<file path="src/rtl/tanh_vec_ctrl.sv">
// Streams a vector from a source buffer through one Tanh unit and writes each result back at the same index.
// Latency: 8 cycles per element with a 4-state Tanh unit; done arrives 8*len+1 cycles after the accepted start.
// Backpressure: waits on rdy_t in REQ/WAIT for at most TMO cycles, then aborts to ERR with a sticky err flag.
module tanh_vec_ctrl #(
    parameter int DW    = 16,
    parameter int AW    = 6,
    parameter int N_MAX = 64,
    parameter int TMO   = 255
) (
    input  logic          clk,
    input  logic          rst,
    input  logic          start,
    input  logic [AW:0]   len,
    output logic          busy,
    output logic          done,
    output logic          err,
    output logic          rd_en,
    output logic [AW-1:0] rd_addr,
    input  logic [DW-1:0] rd_data,
    output logic          cs_tanh,
    output logic [DW-1:0] th,
    input  logic          rdy_t,
    input  logic [DW-1:0] z,
    output logic          wr_en,
    output logic [AW-1:0] wr_addr,
    output logic [DW-1:0] wr_data
);

    localparam int            TW    = $clog2(TMO + 1);
    localparam logic [AW:0]   L_MAX = (AW+1)'(N_MAX);
    localparam logic [AW:0]   L_ONE = (AW+1)'(1);
    localparam logic [TW-1:0] T_END = TW'(TMO - 1);

    typedef enum logic [2:0] {
        S_IDLE, S_FETCH, S_LOAD, S_REQ, S_WAIT, S_WRITE, S_DONE, S_ERR
    } state_t;

    state_t        r_state;
    state_t        w_next;
    logic          w_accept;
    logic          w_last;
    logic [AW-1:0] w_idx_next;
    logic [AW:0]   w_len_clamp;

    logic [AW:0]   r_len;
    logic [AW-1:0] r_idx;
    logic [TW-1:0] r_tmo;
    logic          r_busy, r_done, r_err, r_rd_en, r_cs, r_wr_en;
    logic [AW-1:0] r_rd_addr, r_wr_addr;
    logic [DW-1:0] r_th, r_wr_data;

    assign w_last      = ({1'b0, r_idx} == (r_len - L_ONE));
    assign w_len_clamp = (len > L_MAX) ? L_MAX : len;

    // Next-state and index selection; the timeout only fires if the awaited rdy_t level never showed up
    always_comb begin
        w_next     = r_state;
        w_accept   = 1'b0;
        w_idx_next = r_idx;
        case (r_state)
            S_IDLE: begin
                if (start) begin
                    w_accept   = 1'b1;
                    w_idx_next = '0;
                    w_next     = (len == '0) ? S_DONE : S_FETCH;
                end
            end
            S_FETCH: w_next = S_LOAD;
            S_LOAD:  w_next = S_REQ;
            S_REQ: begin
                if (!rdy_t)              w_next = S_WAIT;
                else if (r_tmo == T_END) w_next = S_ERR;
            end
            S_WAIT: begin
                if (rdy_t)               w_next = S_WRITE;
                else if (r_tmo == T_END) w_next = S_ERR;
            end
            S_WRITE: begin
                if (w_last) begin
                    w_next = S_DONE;
                end else begin
                    w_next     = S_FETCH;
                    w_idx_next = r_idx + AW'(1);
                end
            end
            S_DONE:  w_next = S_IDLE;
            S_ERR:   w_next = S_IDLE;
            default: w_next = S_IDLE;
        endcase
    end

    // State register
    always_ff @(posedge clk or negedge rst) begin
        if (!rst) r_state <= S_IDLE;
        else      r_state <= w_next;
    end

    // Handshake wait counter, restarted on every state change
    always_ff @(posedge clk or negedge rst) begin
        if (!rst)                                        r_tmo <= '0;
        else if (w_next != r_state)                      r_tmo <= '0;
        else if (r_state == S_REQ || r_state == S_WAIT)  r_tmo <= r_tmo + TW'(1);
    end

    // Registered outputs are decoded from the next state so they line up with the state they belong to
    always_ff @(posedge clk or negedge rst) begin
        if (!rst) begin
            r_len     <= '0;
            r_idx     <= '0;
            r_busy    <= 1'b0;
            r_done    <= 1'b0;
            r_err     <= 1'b0;
            r_rd_en   <= 1'b0;
            r_rd_addr <= '0;
            r_cs      <= 1'b0;
            r_th      <= '0;
            r_wr_en   <= 1'b0;
            r_wr_addr <= '0;
            r_wr_data <= '0;
        end else begin
            r_idx   <= w_idx_next;
            r_busy  <= w_next inside {S_FETCH, S_LOAD, S_REQ, S_WAIT, S_WRITE};
            r_done  <= (w_next == S_DONE);
            r_rd_en <= (w_next == S_FETCH);
            r_cs    <= (w_next == S_REQ);
            r_wr_en <= (w_next == S_WRITE);
            if (w_accept)               r_len     <= w_len_clamp;
            if (w_accept)               r_err     <= 1'b0;
            else if (w_next == S_ERR)   r_err     <= 1'b1;
            if (w_next == S_FETCH)      r_rd_addr <= w_idx_next;
            if (w_next == S_WRITE)      r_wr_addr <= r_idx;
            if (r_state == S_LOAD)      r_th      <= rd_data;
            if (r_state == S_WAIT && rdy_t) r_wr_data <= z;
        end
    end

    assign busy    = r_busy;
    assign done    = r_done;
    assign err     = r_err;
    assign rd_en   = r_rd_en;
    assign rd_addr = r_rd_addr;
    assign cs_tanh = r_cs;
    assign th      = r_th;
    assign wr_en   = r_wr_en;
    assign wr_addr = r_wr_addr;
    assign wr_data = r_wr_data;

endmodule

</file>
<file path="config.mk">
export PLATFORM = sky130hd
export DESIGN_NAME = tanh_vec_ctrl
export DESIGN_NICKNAME = d
export VERILOG_FILES = /design/src/rtl/tanh_vec_ctrl.sv
export SDC_FILE = /design/constraint.sdc
export NUM_CORES = 1
export LEC_CHECK = 0
export CAP_MARGIN = 20
export CORE_UTILIZATION = 52
export DETAILED_ROUTE_END_ITERATION = 6
export PLACE_DENSITY_LB_ADDON = 0.3
export SLEW_MARGIN = 40
export SYNTH_ARGS = -nofsm -noshare
export SYNTH_HDL_FRONTEND = slang
export SYNTH_SLANG_ARGS = --single-unit
</file>
<file path="constraint.sdc">
create_clock -name clk -period 7.65 [get_ports clk]
set_input_delay 0.765 -clock clk [delete_from_list [all_inputs] [get_ports clk]]
set_output_delay 0.765 -clock clk [all_outputs]
set_load 0.01 [all_outputs]
</file>
==> results.ini, run 1 <==
[outcome]
run_status = complete, no violations

[setup_path]
worst-path-stages = 8
critical_path.reg2reg.endpoint = rd_addr[3]$_DFFE_PN0P_
critical_path_buf_inv_count = 1
critPathLaunchType = flop
ff2ff_path_depth = 8
cp-startpoint = r_len[0]$_DFFE_PN0P_
path_cells = inv_1 > ha_1 > or3b_4 > a2111oi_2 > nor4_4 > a21oi_4 > a31o_1 > mux2_4
r2r-start = r_len[0]$_DFFE_PN0P_
critPathCapture = rd_addr[3]$_DFFE_PN0P_
worst-r2r-setup-slack_ps = 4850
required_ps = 7890
timing.setup.critical_path_class = flop to flop
cpMaxStageDelayCell = a2111oi_2
cp_slowest_stage_delay_ps = 470
worst_setup_path_end_kind = flop
worstPathMaxFanout = 9
cp.arrival_ps = 3040
worst_path_dominant_cell_family = compound AO/OA/AOI/OAI gates

[sta]
post-route-period-util_pct = 36.6
timing.final.crit_period_ps = 2800
timing.slew.headroom_pct = 56.5
max_clock_freq_mhz = 357
timing_hold_violations_final = 0
setup_viol = 0
maxSlewViolCount = 0
fin_tns_setup_ps = 0
final.setup_skew_ps = 16.7
setup_repair_after_global_routing_missed_its_margin = false
finalHoldWorstSlack_ps = 510
timing_worst_slew_pin_value_ps = 653

[global_route]
initial_antenna_violation_count = 0
grt_pass1_wl_um = 12400
groute.usage.overall_pct = 22.5
globalRouteOverflowTotal = 0
grt_max_degree = 75
vias_in_the_first_global_route = 2692

[cts]
postCtsHoldBufs = 0
cts-buffers-inserted = 9
clock_tree.htree_level_count = 3
tritoncts = yes
clock_tree_buffer_depth = 2
clk-insertion-delay-late_ps = 360
cts.root.buffer_cell = clkbuf_8
cts_sinks = 74
worst_setup_hold_path_clk_slew_ps = 90
cts.repair_timing.setup_buffer_count = 0
ctsResizeCount = 0

[synth]
ys_types = 52
synth.yosys.seq_area_share_pct = 53.7
synth_top_cell_area_share_pct = 53.7
synthesis.nets = 331
cell_type_contributing_the_most_total_cell_area_after_synthesis = dfrtp_1
postSynthRegisterBits = 74
synth_flop_cell = dfrtp_1
yosys-mux-area-fraction_pct = 16.0
postSynth.asyncResetShare_pct = 100
synthesis_warning_total = 0
synth_area_per_cell_um2 = 12.1
number_of_synthesized_flops_with_an_enable_pin = 0
xor_xnor_portion_of_the_synthesized_cell_area_pct = 3.99
main_combinational_cell_family_by_area_after_synthesis = multiplexers
synth_adder_area_share_pct = 1.45
syn_area_um2 = 3450
synth-compound-area-share_pct = 9.07
synth-simple-area-share_pct = 13.1
synth_top_area_cells = dfrtp_1 (54%), mux2_2 (13%), nor3_1 (2.0%)
postSynthCellCount = 284

[floorplan]
core-area_um2 = 6390
rows = 29
fp.dieArea_um2 = 6960
die_h_um = 83.4
chipWidth_um = 83.4
initial_core_util_pct = 54.0
ioPinCount = 93

[power_and_ir_drop]
power_per_cell_area_nw_per_um2 = 379
leakage_uw = 0.00195
power.ir.vdd_worst_uv = 215

[placed_design]
port_buffers = 92
gpl.final_weighted_congestion = 0.831
post-dp-hpwl_um = 5120
place.detailed.instances = 444

[drt]
number_of_drc_markers_after_the_initial_detailed_route_iteration = 178
detailroute.via_count = 2595
post-route-drc-count = 0
routedWlPerCell_um = 15.8
drt_first_pass_iters = 4
vias_per_cell = 5.64
postRouteWirelength_um = 7280
route.antenna.remaining_nets = 0

[job]
maxCapViolCount = 0

[final_layout]
layout.cells.non_filler = 460
post-route-util_pct = 72.6
area_growth_syn_to_layout_pct = 34.6
fillerInstances = 438
num_antenna_cells = 0
fin_nets = 425
share_of_cells_above_drive_strength_1_pct = 19.8

[hold_path]
hold_class = input pin to async pin

where the power goes:
| part | leakage (uW) | total, uW | switching (uW) | internal, uW |
|---|---|---|---|---|
| combinational | 0.000895 | 798 | 355 | 443 |
| clock | 0.0000986 | 314 | 146 | 168 |
| sequential | 0.000958 | 646 | 115 | 530 |
routing by layer:
| layer | track usage (%) | wire (um) | vias to the layer above |
|---|---|---|---|
| li1 | - | - | 1215 |
| met1 | 28.9 | 3200 | 1293 |
| met2 | 34.7 | 3390 | 76 |
| met3 | 8.25 | 587 | 11 |
| met4 | 9.24 | 107 | 0 |
| met5 | 0 | 0 | - |
logic make-up (layout without fill, tap and decap cells):
kind of cell               Yosys count  after routing
muxes                               48             48
adders and majority gates            4              4
buffers and inverters               22            121
AOI/OAI and AO/OA                   41             41
xor gates and xnor gates            14             14
DFF                                 74             74
and+or+nand+nor                     81             81
layout by cell type, fill, tap and decap left out, drive strengths merged, types with 8 or more instances in the layout:
cell           synthesis  final
o21ai                 13     13
clkdlybuf4s50          0     91
clkbuf                 7     12
nand3                  8      8
a21oi                  9      9
mux2                  44     44
dfrtp                 74     74
inv                   10     10
nor3                  14     14
nand2                 18     18
worst min-delay path by stage:
stage / from / to / slack (ps) / depth (start not counted)
2_1_floorplan: rst / busy$_DFF_PN0_ / 470 / 0
3_3_place_gp: wr_data[14]$_DFFE_PN0P_ / wr_data[14]$_DFFE_PN0P_ / 490 / 1
3_5_place_dp: wr_data[10]$_DFFE_PN0P_ / wr_data[10]$_DFFE_PN0P_ / 490 / 1
4_1_cts: wr_data[6]$_DFFE_PN0P_ / wr_data[6]$_DFFE_PN0P_ / 510 / 1
5_1_grt: th[12]$_DFFE_PN0N_ / th[12]$_DFFE_PN0N_ / 530 / 1
6_report: rst / th[13]$_DFFE_PN0N_ / 510 / 2
cells in the mapped netlist (3+ instances only):
master    count
nor2_1        7
clkbuf_1      7
inv_1        10
mux2i_1       4
xor2_1        6
nand2b_1      5
nand4_1       7
mux2_2       40
mux2_4        4
nand3_1       8
o21ai_0      12
nand3b_1      4
ha_1          4
dfrtp_1      74
a21oi_1       8
nor3b_1       3
xnor2_1       7
nor2b_1       4
nor3_1       14
nand2_1      18
sequential cells by signal, indices dropped and copies added, names as in the netlist, 3 cells and up:
register  cells
rd_addr       6
th           16
r_state       3
wr_addr       6
wr_data      16
r_len         7
r_idx         6
r_tmo         8
cell type report:
cell class / instances / area (um^2) / area share, %
Tap cell: 77 / 96.3 / 2.08
Clock buffer: 12 / 155 / 3.35
Inverter: 11 / 41.3 / 0.890
Sequential cell: 74 / 1850 / 39.9
Clock inverter: 4 / 50.0 / 1.08
Multi-Input combinational cell: 188 / 1510 / 32.5
Timing Repair Buffer: 94 / 935 / 20.2
through the flow:
step,setup WS [ps],power (uW),area (um^2)
after floorplan,5110,1120,3450
after global placement,4650,1430,4430
after detailed placement,4610,1450,4430
after CTS,4850,1770,4640
after global routing,4690,1870,4640
final,4850,1760,4640
worst register-to-register path, delay by kind of cell (launching register included):
family | cells | cell delay [ps]
AOI/OAI and AO/OA | 3 | 1120
and+or+nand+nor | 2 | 540
DFF | 1 | 430
muxes | 1 | 330
adders and majority gates | 1 | 170
buffers and inverters | 1 | 90
Note: power is estimated with default switching activity, not from simulation.
==> run 2, diff against run 1 <==
Settings changed: CORE_UTILIZATION 52 to 48.
Clock period 7.65 ns to 2.65 ns, I/O delays scaled along.
==> run 2 against run 1 <==
Via count rose by 2.7%; worst hold slack lost 14 ps; largest cell class unchanged; die area is 8.1% higher; sequential share of layout area decreased by 1.1 points; maximum frequency grew 7.7%; total power grew to 3.0 times the previous value; design area is 2.9% higher; combinational power grew to 3.1 times the previous value.
==> results.ini, run 2 (synthesis results as in run 1) <==
[cts]
clock_tree.htree_level_count = 3
cts.root.buffer_cell = clkbuf_8
clock_tree_buffer_depth = 2
cts_sinks = 74
clk-insertion-delay-late_ps = 350
cts-buffers-inserted = 9
worst_setup_hold_path_clk_slew_ps = 80
tritoncts = yes

[floorplan]
chipWidth_um = 86.7
core-area_um2 = 6870
ioPinCount = 93
initial_core_util_pct = 50.2
rows = 30
die_h_um = 86.7
fp.dieArea_um2 = 7520

[final_layout]
num_antenna_cells = 0
final_cell_area_um2 = 4770
share_of_cells_above_drive_strength_1_pct = 22.9
layout.cells.non_filler = 489
most_frequent_cells_in_the_layout = clkdlybuf4s50_1 (91), dfrtp_1 (74), mux2_2 (40)
area_growth_syn_to_layout_pct = 38.5
fin_nets = 435
final_common_cell = clkdlybuf4s50_1

[sta]
final.setup_skew_ps = 4.92
finalHoldWorstSlack_ps = 496
timing_worst_slew_pin_value_ps = 669
fin_tns_setup_ps = 0
timing_hold_violations_final = 0
max_clock_freq_mhz = 385
setup_viol = 0
timing.final.crit_period_ps = 2600
maxSlewViolCount = 0
timing.slew.headroom_pct = 55.4
post-route-period-util_pct = 98.1
final.setup.worst_slack_ps = 51.6

[setup_path]
r2r-start = r_len[1]$_DFFE_PN0P_
cp.arrival_ps = 2830
critical_path_buf_inv_count = 2
critPathLaunchType = flop
worst_path_dominant_cell_family = simple AND/OR/NAND/NOR gates
critical_path.reg2reg.endpoint = rd_addr[2]$_DFFE_PN0P_
cp_slowest_stage_delay_ps = 410
ff2ff_path_depth = 9
required_ps = 2880
cpMaxStageDelayCell = dfrtp_1
timing.setup.critical_path_class = flop to flop
worst_setup_path_end_kind = flop
worstPathMaxFanout = 4
worst-r2r-setup-slack_ps = 50
path_cells = inv_2 > ha_2 > or3b_4 > o41a_1 > nor4_4 > buf_4 > a21oi_1 > mux2i_1 > mux2_4

[placed_design]
detailedPlace.worstSlack_ps = 37.4
placed_area_um2 = 4500
gpl.final_weighted_congestion = 0.849
place.detailed.instances = 468
post-dp-hpwl_um = 5230
port_buffers = 92

[global_route]
grt_pass1_wl_um = 12500
globalRouteOverflowTotal = 0
grt_max_degree = 75
groute.usage.overall_pct = 21.8
vias_in_the_first_global_route = 2646
initial_antenna_violation_count = 0

[outcome]
run_status = complete, no violations

[drt]
drt_first_pass_iters = 5
vias_per_cell = 5.45
route.antenna.remaining_nets = 0
routedWlPerCell_um = 15.4
postRouteWirelength_um = 7540
post-route-drc-count = 0
detailroute.via_count = 2665
number_of_drc_markers_after_the_initial_detailed_route_iteration = 174

[hold_path]
hold_class = input pin to async pin

[power_and_ir_drop]
power_per_cell_area_nw_per_um2 = 1090
leakage_uw = 0.00200
power.ir.vdd_worst_uv = 591

[job]
maxCapViolCount = 0

[run 2: cell types whose count changed in the layout (fill, tap and decap cells not counted), sizes merged]
cell | previous run | this run
clkbuf | 12 | 9
inv | 10 | 13
buf | 3 | 12
dlygate4sd3 | 0 | 1
[run 2: power by group]
part           internal (uW)  switching [uW]  leakage [uW]
clock                    443             454     0.0000966
combinational           1370            1110      0.000948
sequential              1530             314      0.000958
total                   3340            1880       0.00200
[run 2: cell type report]
type,instances,area [um^2]
clock buffer,9,124
clock inverter,7,76.3
fill,519,2090
inverter,11,41.3
multi-input combinational,188,1550
sequential,74,1850
tap,96,120
timing repair buffer,104,1010
[run 2: repair_timing]
item	in CTS	in global routing
hold endpoints to repair	74	0
endpoints found under the setup margin	0	12
buffers inserted	0	4
hold buffers	1	0
resized for setup	0	8
[run 2: worst max path at each step]
stage                              start                endpoint  slack (ps)  cells after the start
finish              r_len[1]$_DFFE_PN0P_  rd_addr[2]$_DFFE_PN0P_          50                      9
global route        r_len[1]$_DFFE_PN0P_  rd_addr[2]$_DFFE_PN0P_         -50                      9
CTS                 r_len[1]$_DFFE_PN0P_    r_tmo[5]$_DFFE_PN0P_          20                      9
detailed placement  r_len[1]$_DFFE_PN0P_    r_tmo[5]$_DFFE_PN0P_          40                      9
global placement    r_len[1]$_DFFE_PN0P_  rd_addr[2]$_DFFE_PN0P_         120                      8
floorplan           r_len[0]$_DFFE_PN0P_  rd_addr[2]$_DFFE_PN0P_         110                      9
[run 2: routing by layer]
| layer | part of all wire, % | up-vias | GRT usage [%] | routed length, um |
|---|---|---|---|---|
| met5 | 0 | - | 0 | 0 |
| met4 | 2.0 | 0 | 8.94 | 153 |
| met3 | 7.5 | 16 | 7.81 | 568 |
| met2 | 46 | 90 | 32.8 | 3460 |
| met1 | 45 | 1324 | 28.7 | 3350 |
| li1 | - | 1235 | - | - |
[run 2: worst register-to-register path, stage by stage, from the launching register on]
cell and delay, ps:
dfrtp_1 410, inv_2 70, ha_2 170, or3b_4 410, o41a_1 360, nor4_4 370
buf_4 200, a21oi_1 80, mux2i_1 150, mux2_4 280
[run 2: per-stage QoR]
step                utilization [%]  power, uW
floorplan                         -       3240
detailed placement             65.4       4220
global route                   69.5       5550
global placement               65.4       4150
CTS                            68.5       5140
finish                         69.5       5220
==> run 3, diff against run 2 <==
Settings changed: REMOVE_ABC_BUFFERS set to 1.
==> run 3 against run 2 <==
Highest routed layer unchanged; register-to-register slack got worse by 60 ps; sequential cell count unchanged; setup slack worse by 57 ps; routed wire length up 2.1%; maximum frequency shrank 2.2%; cell count stayed put; the run now ends with setup timing left.
==> results.ini, run 3 (synthesis results as in run 1) <==
[outcome]
run_status = finished with violations
violations_in_the_final_reports = setup timing

[floorplan]
initial_core_util_pct = 50.2
ioPinCount = 93
core-area_um2 = 6870
rows = 30
die_h_um = 86.7
chipWidth_um = 86.7
fp.dieArea_um2 = 7520

[setup_path]
path_cells = inv_2 > ha_4 > or3b_4 > o41a_1 > nor4_4 > buf_4 > a21oi_4 > a31o_4 > mux2_4
timing.setup.critical_path_class = flop to flop
cpMaxStageDelayCell = dfrtp_1
worst_path_dominant_cell_family = compound AO/OA/AOI/OAI gates
required_ps = 2870
cp.arrival_ps = 2880
ff2ff_path_depth = 9
worst-path-stages = 9
worst_setup_path_end_kind = flop
critPathLaunchType = flop
critical_path_buf_inv_count = 2
worstPathMaxFanout = 7
cp_slowest_stage_delay_ps = 420

[final_layout]
register_area_um2 = 1850
fillerInstances = 498
num_antenna_cells = 0
final_cell_area_um2 = 4790
area_growth_syn_to_layout_pct = 38.9
fin_nets = 436
final_common_cell = clkdlybuf4s50_1
share_of_cells_above_drive_strength_1_pct = 22.6
multiInputGateArea_um2 = 1570
most_frequent_cells_in_the_layout = clkdlybuf4s50_1 (91), dfrtp_1 (74), mux2_2 (40)

[cts]
clk-insertion-delay-late_ps = 340
cts.root.buffer_cell = clkbuf_8
cts-buffers-inserted = 9
worst_setup_hold_path_clk_slew_ps = 80
cts_sinks = 74
tritoncts = yes
clock_tree_buffer_depth = 2
clock_tree.htree_level_count = 3

[power_and_ir_drop]
power_per_cell_area_nw_per_um2 = 1090
pwr-share-clk_pct = 16.0
power_switching_share_pct = 36.0
leakage_uw = 0.00201
power.ir.vdd_worst_uv = 619
comb_power_share_pct = 48.2
power_switching_uw = 1870
power.internal_uw = 3340
p_total_uw = 5210
seqPwrFrac_pct = 35.8

[drt]
post-route-drc-count = 0
detailroute.via_count = 2573
drt_first_pass_iters = 4
route.antenna.remaining_nets = 0
routedWlPerCell_um = 15.7
vias_per_cell = 5.26
number_of_drc_markers_after_the_initial_detailed_route_iteration = 119
postRouteWirelength_um = 7700

[global_route]
grt_max_degree = 75
vias_in_the_first_global_route = 2537
initial_antenna_violation_count = 0
globalRouteOverflowTotal = 0
grt_pass1_wl_um = 12000
groute.usage.overall_pct = 21.1

[placed_design]
port_buffers = 92
gpl.final_weighted_congestion = 0.853
placed_area_um2 = 4500
post-dp-hpwl_um = 5200
detailedPlace.worstSlack_ps = -17.3

[job]
maxCapViolCount = 0

[sta]
timing.final.crit_period_ps = 2660
setup_repair_after_global_routing_missed_its_margin = true
final.setup.worst_slack_ps = -5.86
finalHoldWorstSlack_ps = 502
setup_viol = 4
timing_worst_slew_pin_value_ps = 664
post-route-period-util_pct = 100
final.setup_skew_ps = 8.80
timing.slew.headroom_pct = 55.7
maxSlewViolCount = 0
timing_hold_violations_final = 0
max_clock_freq_mhz = 377

[hold_path]
hold_class = input pin to async pin

[run 3: metal layers]
layer	global-route usage, %	wire, um	vias to the layer above
met5	0	0	-
met4	10.0	127	0
met3	5.14	331	10
met2	34.6	3910	72
met1	26.5	3330	1259
li1	-	-	1232
[run 3: final timing paths]
kind                                       from                endpoint  slack (ps)
min reg2reg                   th[6]$_DFFE_PN0N_       th[6]$_DFFE_PN0N_         510
max in group asynchronous                   rst       th[6]$_DFFE_PN0N_        1680
max reg2reg                r_len[1]$_DFFE_PN0P_  rd_addr[4]$_DFFE_PN0P_          -6
min in group clk              th[6]$_DFFE_PN0N_       th[6]$_DFFE_PN0N_         510
min                                         rst    r_tmo[5]$_DFFE_PN0P_         500
max                        r_len[1]$_DFFE_PN0P_  rd_addr[4]$_DFFE_PN0P_          -6
[run 3: layout make-up]
class / instances / share of cell area [%]
flip-flops and latches: 74 / 38.7
clock inverters: 5 / 1.18
repair buffers: 105 / 21.4
multi-input cells: 188 / 32.7
well taps: 96 / 2.51
inverters: 11 / 0.863
clock buffers: 10 / 2.67
[run 3: what timing repair did]
item	in CTS	in global routing
hold endpoints to repair	74	0
setup buffers	0	5
hold buffers	1	0
pin swaps	0	3
endpoints found under the setup margin	4	14
resized for setup	1	9
[run 3: through the flow]
stage	setup TNS (ps)	util [%]	cells
floorplan	0	-	273
global placement	0	65.4	468
detailed placement	-38.9	65.4	468
CTS	0	68.3	484
global route	-553	69.7	489
finish	-13.5	69.7	489
[run 3: power by group through the flow]
stage                     combinational (uW)  sequential (uW)  clock, uW
after floorplan                         1230             1960          0
after global placement                  2300             1840          0
after detailed placement                2350             1870          0
after CTS                               2370             1850        860
after global routing                    2710             1910        897
final                                   2510             1860        836
